**config.mk**
```make
export PLATFORM = sky130hd
export DESIGN_NAME = dimm_cmd_sequencer
export DESIGN_NICKNAME = d
export VERILOG_FILES = /design/src/rtl/dimm_ctrl_pkg.sv /design/src/rtl/dimm_cmd_timer.sv /design/src/rtl/dimm_cmd_sequencer.sv
export SDC_FILE = /design/constraint.sdc
export NUM_CORES = 1
export LEC_CHECK = 0
export CORE_UTILIZATION = 23
export DETAILED_ROUTE_END_ITERATION = 6
export PLACE_DENSITY = 0.49
export SLEW_MARGIN = 20
export SYNTH_ARGS = -nofsm -noshare
export SYNTH_HDL_FRONTEND = slang
export SYNTH_SLANG_ARGS = --single-unit
```
**constraint.sdc**
```tcl
create_clock -name ck_t -period 3.8 [get_ports ck_t]
set_input_delay 0.38 -clock ck_t [delete_from_list [all_inputs] [get_ports ck_t]]
set_output_delay 0.38 -clock ck_t [all_outputs]
set_load 0.05 [all_outputs]
```
**src/rtl/dimm_ctrl_pkg.sv**
```systemverilog
// rtl/dimm_ctrl_pkg.sv - shared types and A-bus bit positions for the DIMM command sequencer
package dimm_ctrl_pkg;

    typedef enum logic [1:0] {
        OP_RD    = 2'd0,
        OP_WR    = 2'd1,
        OP_CLONE = 2'd2,
        OP_RSVD  = 2'd3
    } op_t;

    typedef enum logic [3:0] {
        S_IDLE,
        S_ACT,
        S_WAIT_RCD,
        S_CAS,
        S_WAIT_LAT,
        S_BURST,
        S_WAIT_WR,
        S_PRE,
        S_WAIT_RP,
        S_ACT2,
        S_WAIT_ACT2
    } state_t;

    // Command encoding bits on the shared A bus
    localparam int RAS_N_BIT = 16;
    localparam int CAS_N_BIT = 15;
    localparam int WE_N_BIT  = 14;
    localparam int AP_BIT    = 10;

    // Width of the shared timing counter; covers every programmable delay
    localparam int TIMER_W = 8;

endpackage

```
**src/rtl/dimm_cmd_timer.sv**
```systemverilog
// rtl/dimm_cmd_timer.sv - loadable down-counter with zero flag for command spacing
module dimm_cmd_timer #(
    parameter int W = 8
) (
    input  logic         clk,
    input  logic         reset,
    input  logic         load,
    input  logic [W-1:0] load_val,
    output logic [W-1:0] count,
    output logic         zero
);

    // Load takes priority; otherwise count down and park at zero
    always_ff @(posedge clk) begin
        if (reset) begin
            count <= '0;
        end else if (load) begin
            count <= load_val;
        end else if (count != '0) begin
            count <= count - W'(1);
        end
    end

    assign zero = (count == '0);

endmodule

```
**src/rtl/dimm_cmd_sequencer.sv**
```systemverilog
// rtl/dimm_cmd_sequencer.sv - closed-page DDR4 command sequencer; RowClone FPM enabled by ROWCLONE_EN
module dimm_cmd_sequencer
    import dimm_ctrl_pkg::*;
#(
    parameter int  RANKS     = 1,
    parameter int  BGWIDTH   = 2,
    parameter int  BAWIDTH   = 2,
    parameter int  ADDRWIDTH = 17,
    parameter int  COLWIDTH  = 10,
    parameter int  BL        = 8,
    parameter int  TRCD      = 15,
    parameter int  TCL       = 15,
    parameter int  TCWL      = 12,
    parameter int  TWR       = 12,
    parameter int  TRP       = 15,
    localparam int RW        = (RANKS > 1) ? $clog2(RANKS) : 1,
    localparam int BEATW     = (BL > 1) ? $clog2(BL) : 1
) (
    input  logic                 ck_t,
    input  logic                 reset,
    input  logic                 req_valid,
    output logic                 req_ready,
    input  logic [1:0]           req_op,
    input  logic [RW-1:0]        req_rank,
    input  logic [BGWIDTH-1:0]   req_bg,
    input  logic [BAWIDTH-1:0]   req_ba,
    input  logic [ADDRWIDTH-1:0] req_row,
    input  logic [ADDRWIDTH-1:0] req_row2,
    input  logic [COLWIDTH-1:0]  req_col,
    output logic [RANKS-1:0]     cs_n,
    output logic                 act_n,
    output logic [ADDRWIDTH-1:0] A,
    output logic [BGWIDTH-1:0]   bg,
    output logic [BAWIDTH-1:0]   ba,
    output logic                 wr_drive,
    output logic                 rd_capture,
    output logic [BEATW-1:0]     beat,
    output logic                 done,
    output logic                 resp_err
);

    // Every wait is "load delay-1 on entry, advance when the counter reads zero"
    localparam logic [TIMER_W-1:0] LD_RCD = TIMER_W'(TRCD - 1);
    localparam logic [TIMER_W-1:0] LD_CL  = TIMER_W'(TCL - 1);
    localparam logic [TIMER_W-1:0] LD_CWL = TIMER_W'(TCWL - 1);
    localparam logic [TIMER_W-1:0] LD_BL  = TIMER_W'(BL - 1);
    localparam logic [TIMER_W-1:0] LD_WR  = (TWR > 1) ? TIMER_W'(TWR - 2) : '0;
    localparam logic [TIMER_W-1:0] LD_RP  = TIMER_W'(TRP - 1);

    state_t                 state, state_n;
    op_t                    op_q;
    logic [RW-1:0]          rank_q;
    logic [BGWIDTH-1:0]     bg_q;
    logic [BAWIDTH-1:0]     ba_q;
    logic [ADDRWIDTH-1:0]   row_q;
    logic [ADDRWIDTH-1:0]   act2_row;
    logic [COLWIDTH-1:0]    col_q;
    logic [RANKS-1:0]       rank_sel;
    logic                   load;
    logic [TIMER_W-1:0]     load_val;
    logic [TIMER_W-1:0]     count;
    logic                   zero;
    logic                   done_q, err_q, done_n, err_n;
    logic                   legal, accept, is_wr, is_clone;

    assign is_wr    = (op_q == OP_WR);
    assign is_clone = (op_q == OP_CLONE);
    assign accept   = (state == S_IDLE) && req_valid;

`ifdef ROWCLONE_EN
    logic [ADDRWIDTH-1:0] row2_q;

    assign legal    = (op_t'(req_op) != OP_RSVD);
    assign act2_row = row2_q;

    // Clone destination row is only needed when RowClone is built in
    always_ff @(posedge ck_t) begin
        if (reset) begin
            row2_q <= '0;
        end else if (accept) begin
            row2_q <= req_row2;
        end
    end
`else
    logic unused_row2;

    assign legal       = (op_t'(req_op) == OP_RD) || (op_t'(req_op) == OP_WR);
    assign act2_row    = '0;
    assign unused_row2 = ^req_row2;
`endif

    dimm_cmd_timer #(.W(TIMER_W)) u_timer (
        .clk      (ck_t),
        .reset    (reset),
        .load     (load),
        .load_val (load_val),
        .count    (count),
        .zero     (zero)
    );

    // State register plus registered completion pulse
    always_ff @(posedge ck_t) begin
        if (reset) begin
            state  <= S_IDLE;
            done_q <= 1'b0;
            err_q  <= 1'b0;
        end else begin
            state  <= state_n;
            done_q <= done_n;
            err_q  <= err_n;
        end
    end

    // Capture the whole request on the accepting edge; held until the next accept
    always_ff @(posedge ck_t) begin
        if (reset) begin
            op_q   <= OP_RD;
            rank_q <= '0;
            bg_q   <= '0;
            ba_q   <= '0;
            row_q  <= '0;
            col_q  <= '0;
        end else if (accept) begin
            op_q   <= op_t'(req_op);
            rank_q <= req_rank;
            bg_q   <= req_bg;
            ba_q   <= req_ba;
            row_q  <= req_row;
            col_q  <= req_col;
        end
    end

    // Next-state and timer loads; command states fall through their wait state when the delay is 1
    always_comb begin
        state_n  = state;
        load     = 1'b0;
        load_val = '0;
        done_n   = 1'b0;
        err_n    = 1'b0;
        case (state)
            S_IDLE: begin
                if (req_valid) begin
                    if (legal) begin
                        state_n  = S_ACT;
                        load     = 1'b1;
                        load_val = LD_RCD;
                    end else begin
                        done_n = 1'b1;
                        err_n  = 1'b1;
                    end
                end
            end
            S_ACT, S_WAIT_RCD: begin
                if (zero) begin
                    load = 1'b1;
                    if (is_clone) begin
                        state_n  = S_ACT2;
                        load_val = LD_RCD;
                    end else begin
                        state_n  = S_CAS;
                        load_val = is_wr ? LD_CWL : LD_CL;
                    end
                end else begin
                    state_n = S_WAIT_RCD;
                end
            end
            S_CAS, S_WAIT_LAT: begin
                if (zero) begin
                    state_n  = S_BURST;
                    load     = 1'b1;
                    load_val = LD_BL;
                end else begin
                    state_n = S_WAIT_LAT;
                end
            end
            S_BURST: begin
                if (zero) begin
                    load = 1'b1;
                    if (is_wr && (TWR > 1)) begin
                        state_n  = S_WAIT_WR;
                        load_val = LD_WR;
                    end else begin
                        state_n  = S_PRE;
                        load_val = LD_RP;
                    end
                end
            end
            S_WAIT_WR, S_ACT2, S_WAIT_ACT2: begin
                if (zero) begin
                    state_n  = S_PRE;
                    load     = 1'b1;
                    load_val = LD_RP;
                end else if (state != S_WAIT_WR) begin
                    state_n = S_WAIT_ACT2;
                end
            end
            S_PRE, S_WAIT_RP: begin
                if (zero) begin
                    state_n = S_IDLE;
                    done_n  = 1'b1;
                end else begin
                    state_n = S_WAIT_RP;
                end
            end
            default: state_n = S_IDLE;
        endcase
    end

    // Active-low select for the captured rank
    always_comb begin
        rank_sel = '1;
        for (int r = 0; r < RANKS; r++) begin
            if (RW'(r) == rank_q) begin
                rank_sel[r] = 1'b0;
            end
        end
    end

    // Bus decode from state; reset forces the idle/deselect pattern in the same cycle
    always_comb begin
        cs_n       = '1;
        act_n      = 1'b1;
        A          = '0;
        bg         = '0;
        ba         = '0;
        wr_drive   = 1'b0;
        rd_capture = 1'b0;
        beat       = '0;
        done       = 1'b0;
        resp_err   = 1'b0;
        req_ready  = 1'b1;
        if (!reset) begin
            req_ready = (state == S_IDLE);
            done      = done_q;
            resp_err  = err_q;
            if (state != S_IDLE) begin
                bg = bg_q;
                ba = ba_q;
            end
            case (state)
                S_ACT: begin
                    cs_n  = rank_sel;
                    act_n = 1'b0;
                    A     = row_q;
                end
                S_ACT2: begin
                    cs_n  = rank_sel;
                    act_n = 1'b0;
                    A     = act2_row;
                end
                S_CAS: begin
                    cs_n              = rank_sel;
                    A[RAS_N_BIT]      = 1'b1;
                    A[CAS_N_BIT]      = 1'b0;
                    A[WE_N_BIT]       = ~is_wr;
                    A[COLWIDTH-1:0]   = col_q;
                end
                S_BURST: begin
                    wr_drive   = is_wr;
                    rd_capture = ~is_wr;
                    beat       = BEATW'(LD_BL - count);
                end
                S_PRE: begin
                    cs_n         = rank_sel;
                    A[CAS_N_BIT] = 1'b1;
                    A[AP_BIT]    = 1'b0;
                end
                default: ;
            endcase
        end
    end

endmodule

```
==> results of run 1 <==
[metal layers]
layer / part of all wire / vias to the layer above
met5: 0 / -
met3: 0.035 / 13
met2: 0.46 / 51
met1: 0.49 / 1091
met4: 0.015 / 0
li1: - / 1228
[stage by stage]
stage | util | instance area [µm²] | total power [mW]
2_1_floorplan | - | 2442 | 1.563
3_3_place_gp | 0.3126 | 3227 | 1.856
3_5_place_dp | 0.3126 | 3227 | 1.871
4_1_cts | 0.3230 | 3334 | 2.255
5_1_grt | 0.3230 | 3334 | 2.402
6_report | 0.3230 | 3334 | 2.222
[Yosys cell counts, drive strengths merged, types with 2 or more instances]
master	n	area share
a211o	4	0.014
a21oi	41	0.084
ha	2	0.010
nor3	4	0.0082
inv	5	0.0077
nor2	38	0.059
xnor2	3	0.011
or3	2	0.0051
a211oi	3	0.0092
a22oi	13	0.040
nand4	3	0.0077
and2	11	0.028
dfxtp	48	0.39
o21ai	6	0.012
clkbuf	16	0.025
o2111ai	2	0.0072
nor4b	2	0.0072
nor4	4	0.018
xor2	4	0.014
nand2b	6	0.015
o211ai	2	0.0061
buf	11	0.023
nand2	78	0.12
a41oi	2	0.0072
a21o	2	0.0061
nor2b	5	0.013
[power groups by stage]
stage / clock network, mW / registers, mW / logic (mW)
2_1_floorplan: 0 / 0.705 / 0.858
3_3_place_gp: 0 / 0.753 / 1.10
3_5_place_dp: 0 / 0.757 / 1.11
4_1_cts: 0.393 / 0.746 / 1.12
5_1_grt: 0.410 / 0.767 / 1.22
6_report: 0.374 / 0.745 / 1.10
[registers in the layout (all words and copies together) (netlist names)]
signal / count
row_q: 17
col_q: 10
u_timer.count: 8
state: 4
ba_q: 2
bg_q: 2
op_q: 2
done_q: 1
err_q: 1
rank_q: 1
[cells by family (layout without fill, tap and decap cells)]
group	after synthesis	count (layout)	synth area share
adders and majority gates	2	2	0.01024
xor gates and xnor gates	7	7	0.02510
and+or+nand+nor	158	158	0.2971
muxes	2	2	0.008709
AOI/OAI and AO/OA	81	81	0.2106
buffers and inverters	32	87	0.05482
DFF	48	48	0.3934
[worst min-delay path: stages, from the launching register on]
cell and delay (ns):
sky130_fd_sc_hd__dfxtp_1 0.32, sky130_fd_sc_hd__nand2_1 0.05, sky130_fd_sc_hd__a21oi_1 0.05
[final timing paths]
kind	start	endpoint	slack, ns	depth (start not counted)
hold / removal	row_q[10]	row_q[10]	0.46	2
hold reg to reg	row_q[10]	row_q[10]	0.46	2
setup reg to reg	state[3]	col_q[6]	1.76	5
setup / recovery	state[0]	A[10]	0.63	4
[final cells by class]
cell class | count | area, µm²
clock buffers | 6 | 72.57
clock inverters | 2 | 35.03
fillers | 1098 | 6989
inverters | 5 | 18.77
multi-input cells | 250 | 1359
flip-flops and latches | 48 | 960.9
well taps | 136 | 170.2
repair buffers | 74 | 718.2
==> flow_summary.json, run 1 <==
{
  "critPathArrivalTime_ns": 2.79,
  "final_cell_mix": "sky130_fd_sc_hd__nand2_1 (78), sky130_fd_sc_hd__clkdlybuf4s50_1 (66), sky130_fd_sc_hd__dfxtp_1 (48), sky130_fd_sc_hd__a21oi_1 (41), sky130_fd_sc_hd__nor2_1 (37)",
  "final_period_minus_worst_setup_slack_ns": 3.168,
  "hold_class": "flip-flop to flip-flop",
  "worst_path_dominant_cell_family": "simple AND/OR/NAND/NOR gates",
  "status": "complete, no violations",
  "cts_resized": 0,
  "p_per_area_mw_per_mm2": 666.5,
  "unrepaired_setup_endpoints_after_global_routing": "false",
  "drt-pass1-iter-count": 4,
  "synth.avg_cell_area_um2": 7.401,
  "worst_hold_slack_ns": 0.4559,
  "yosysWarnings": 0,
  "layout_commonest_cell": "sky130_fd_sc_hd__nand2_1",
  "post_cts_buffers": 0,
  "dp_slack_ns": 0.8701,
  "cts_made_buffers": 5,
  "grt_antenna_before_repair": 0,
  "yosys.cell_types.count": 42,
  "grt_first_pass_wirelength_um": 11270,
  "globalRouteTotalUtil": 0.1277,
  "post-route-period-util": 0.8338,
  "drt_drc_violations_left": 0,
  "area_delta_synth_final_pct": 36.53,
  "n_antenna_cell": 0,
  "clockPowerShare": 0.168,
  "crit_type": "flip-flop to output port",
  "switching_share": 0.4427,
  "cts_tree": "built",
  "drive_gt1_frac": 0.05714,
  "synth_cells": 330,
  "synth_edf_count": 0,
  "grt_use_met2": 0.2247,
  "critical_path.endpoint_type": "output port",
  "critical_path_required_ns": 3.42,
  "report.final.slew_viol_count": 0,
  "grt_use_met3": 0.02495,
  "post-dp-hpwl_um": 4730,
  "overflow": 0,
  "netlist_area_mm2": 0.002442,
  "ys_seq_elements": 48,
  "viasPerCell": 4.574,
  "worst_setup_hold_path_clk_slew_ns": 0.09,
  "routabilityCongestion": 0.7943,
  "routed-via-count": 2383,
  "ctsHoldBuffers": 0,
  "yosys_most_used_dff": "sky130_fd_sc_hd__dfxtp_1",
  "fmax_ghz": 0.3156,
  "cell_count_after_placement": 513,
  "max_stage_delay_ns": 0.81,
  "design.final.nets": 440,
  "p_leak_nw": 1.195,
  "globalRouteMet1Util": 0.1594,
  "timing_worst_slew_pin_value_ns": 0.6959,
  "p_int_mw": 1.239,
  "comb_power_share": 0.496,
  "dr.first_iter.drc_count": 63,
  "placement_row_count": 37,
  "timing.max_slew.rel_slack": 0.5354,
  "crit_fanout": 16,
  "clock_sinks": 48,
  "core_mm2": 0.01032,
  "vias_in_the_first_global_route": 2315,
  "hold_viol": 0,
  "path_buf_inv": 1,
  "power.net_switching_mw": 0.9838,
  "post_layout_nonfiller_instances": 521,
  "cp_startpoint_kind": "flip-flop",
  "slowest_stage": "sky130_fd_sc_hd__clkdlybuf4s50_1",
  "max-cap-violations": 0,
  "worst_clock_skew_on_the_final_layout_ns": 0.005442,
  "setup_ws_ns": 0.6317,
  "insertion_delay_ns": 0.30,
  "cts.root.buffer_cell": "sky130_fd_sc_hd__clkbuf_8",
  "die_h_um": 105.0,
  "cts_htree_levels": 2,
  "maximum_number_of_pins_on_one_net_before_global_route_repair": 61,
  "routed_wire_length_per_instance_um": 13.18,
  "die-width_um": 105.0,
  "irDropWorstVdd_mv": 0.2485,
  "gr-max-usage-layer": "met2",
  "syn_nets": 386,
  "drt.antenna.violating_nets": 0,
  "accumulated_negative_setup_slack_ns": 0,
  "timing.critical_path.cells": "nand2b_1 > nor4_1 > and2_1 > clkdlybuf4s50_1",
  "start_util": 0.2366,
  "synth-seq-area-share": 0.3934,
  "die_area_mm2": 0.01103,
  "sequentialPowerShare": 0.335,
  "setup_violations": 0,
  "port-buffer-count": 67,
  "synth_async_sr_flop_share": 0,
  "pin_count": 85,
  "postRouteWirelength_um": 6867,
  "ctsLongestPathBuffers": 2
}
No activity file was read; power rests on OpenSTA's default activity.
==> run 2: changes to the inputs <==
--- a/config.mk
+++ b/config.mk
@@ -7,7 +7,7 @@
 export LEC_CHECK = 0
 export CORE_UTILIZATION = 23
 export DETAILED_ROUTE_END_ITERATION = 6
-export PLACE_DENSITY = 0.49
+export PLACE_DENSITY = 0.51
 export SLEW_MARGIN = 20
 export SYNTH_ARGS = -nofsm -noshare
 export SYNTH_HDL_FRONTEND = slang
==> constraint.sdc (replaced) <==
create_clock -name ck_t -period 2.7 [get_ports ck_t]
set_input_delay 0.27 -clock ck_t [delete_from_list [all_inputs] [get_ports ck_t]]
set_output_delay 0.27 -clock ck_t [all_outputs]
set_load 0.05 [all_outputs]
==> flow_summary.json, run 2 (synthesis gave the netlist of run 1 again) <==
{
  "drt.antenna.violating_nets": 0,
  "die_h_um": 105.0,
  "ctsLongestPathBuffers": 2,
  "vias_in_the_first_global_route": 2384,
  "maximum_number_of_pins_on_one_net_before_global_route_repair": 50,
  "worst_setup_hold_path_clk_slew_ns": 0.10,
  "highest_layer": "met4",
  "top_register": "row_q",
  "cp_startpoint_kind": "flip-flop",
  "post-route-period-util": 0.9039,
  "n_antenna_cell": 0,
  "final_cell_mix": "sky130_fd_sc_hd__nand2_1 (78), sky130_fd_sc_hd__dfxtp_1 (47), sky130_fd_sc_hd__clkdlybuf4s50_1 (42), sky130_fd_sc_hd__a21oi_1 (41), sky130_fd_sc_hd__nor2_1 (37)",
  "grt_first_pass_wirelength_um": 11300,
  "die-width_um": 105.0,
  "dpl_cell_area_mm2": 0.003402,
  "critical_path_required_ns": 2.43,
  "grt_antenna_before_repair": 0,
  "cts_tree": "built",
  "fmax_ghz": 0.4097,
  "met2RoutedLength_um": 3112,
  "insertion_delay_ns": 0.31,
  "die_area_mm2": 0.01103,
  "irDropWorstVdd_mv": 0.3595,
  "routed_wire_length_per_instance_um": 12.69,
  "cp_launch_point": "state[1]",
  "p_per_area_mw_per_mm2": 916.8,
  "routed-via-count": 2422,
  "report.final.slew_viol_count": 0,
  "unrepaired_setup_endpoints_after_global_routing": "false",
  "clock_sinks": 48,
  "pin_count": 85,
  "critPathArrivalTime_ns": 2.17,
  "postRouteWirelength_um": 6652,
  "cts.root.buffer_cell": "sky130_fd_sc_hd__clkbuf_8",
  "port-buffer-count": 67,
  "setup_violations": 0,
  "final_layout_fill_cell_count": 1105,
  "routabilityCongestion": 0.7954,
  "crit_type": "flip-flop to output port",
  "met1_wire_length_um": 3160,
  "timing.max_slew.rel_slack": 0.6670,
  "worst_clock_skew_on_the_final_layout_ns": 0.004531,
  "placement_row_count": 37,
  "critical_path.endpoint_type": "output port",
  "area_delta_synth_final_pct": 44.06,
  "viasPerCell": 4.622,
  "accumulated_negative_setup_slack_ns": 0,
  "drt_drc_violations_left": 0,
  "post-dp-hpwl_um": 4750,
  "layout_commonest_cell": "sky130_fd_sc_hd__nand2_1",
  "core_mm2": 0.01032,
  "p_leak_nw": 1.306,
  "crit_fanout": 19,
  "max_reg_flops": 17,
  "max-cap-violations": 0,
  "cts_htree_levels": 2,
  "rr_startpoint": "u_timer.count[0]",
  "drive_gt1_frac": 0.1314,
  "globalRouteTotalUtil": 0.1274,
  "min_from": "reset",
  "cts_made_buffers": 5,
  "status": "complete, no violations",
  "hold_viol": 0,
  "layout.cell_area.non_filler_mm2": 0.003518,
  "hold_class": "input port to flip-flop",
  "dr.first_iter.drc_count": 124,
  "overflow": 0,
  "final_period_minus_worst_setup_slack_ns": 2.441,
  "start_util": 0.2366,
  "drt-pass1-iter-count": 5,
  "timing_worst_slew_pin_value_ns": 0.4979,
  "largest_registers": "row_q (17), col_q (10), u_timer.count (8)",
  "met3_wirelength_um": 294,
  "design.final.nets": 443
}
## run 2: repair_timing
item | in CTS | in global routing
setup endpoints to repair | 0 | 6
gates resized for setup | 0 | 1
setup buffers | 0 | 0
hold buffers | 0 | 0
hold endpoints to repair | 0 | 0
## run 2: through the flow
| step | setup WS (ns) | total power, mW | cells | util | hold WS (ns) |
|---|---|---|---|---|---|
| floorplan | 0.2928 | 2.199 | 330 | - | 0.4060 |
| global placement | 0.3906 | 2.684 | 516 | 0.3295 | 0.4394 |
| detailed placement | 0.3721 | 2.704 | 516 | 0.3295 | 0.4470 |
| CTS | 0.02881 | 3.260 | 524 | 0.3407 | 0.3017 |
| global route | 0.1260 | 3.502 | 524 | 0.3408 | 0.3137 |
| finish | 0.2594 | 3.226 | 524 | 0.3408 | 0.3052 |
## run 2: path summary, 6_finish.rpt
path,end,slack (ns),cells after the start
max reg2reg,u_timer.count[7],0.74,6
min reg2reg,row_q[12],0.46,2
min,err_q,0.31,2
max,ba[0],0.26,4
## run 2: area by class of cell
type / count / area [µm²] / share of cell area
multi-input combinational: 250 / 1359 / 0.3862
sequential: 48 / 962.2 / 0.2735
timing repair buffer: 77 / 893.4 / 0.2539
tap: 136 / 170.2 / 0.04836
clock buffer: 5 / 68.82 / 0.01956
clock inverter: 3 / 46.29 / 0.01316
inverter: 5 / 18.77 / 0.005334
## run 2: critical path, cell delays in order, from the launching register on
cell and delay (ns):
sky130_fd_sc_hd__dfxtp_2 0.56, sky130_fd_sc_hd__nor4_2 0.08, sky130_fd_sc_hd__nor2_1 0.26, sky130_fd_sc_hd__and2_1 0.17, sky130_fd_sc_hd__clkdlybuf4s50_1 0.79
## run 2: layer usage
metal / global-route usage / vias to the layer above
met5: 0 / -
met4: 0.03421 / 0
met1: 0.1596 / 1131
met3: 0.03431 / 8
met2: 0.2143 / 53
li1: - / 1230
## run 2: power breakdown
group	internal [mW]	switching, mW	total [mW]	leakage, nW
logic	0.652	0.970	1.62	0.857
clock network	0.279	0.270	0.550	0.0548
registers	0.891	0.163	1.05	0.395
total	1.82	1.40	3.23	1.31
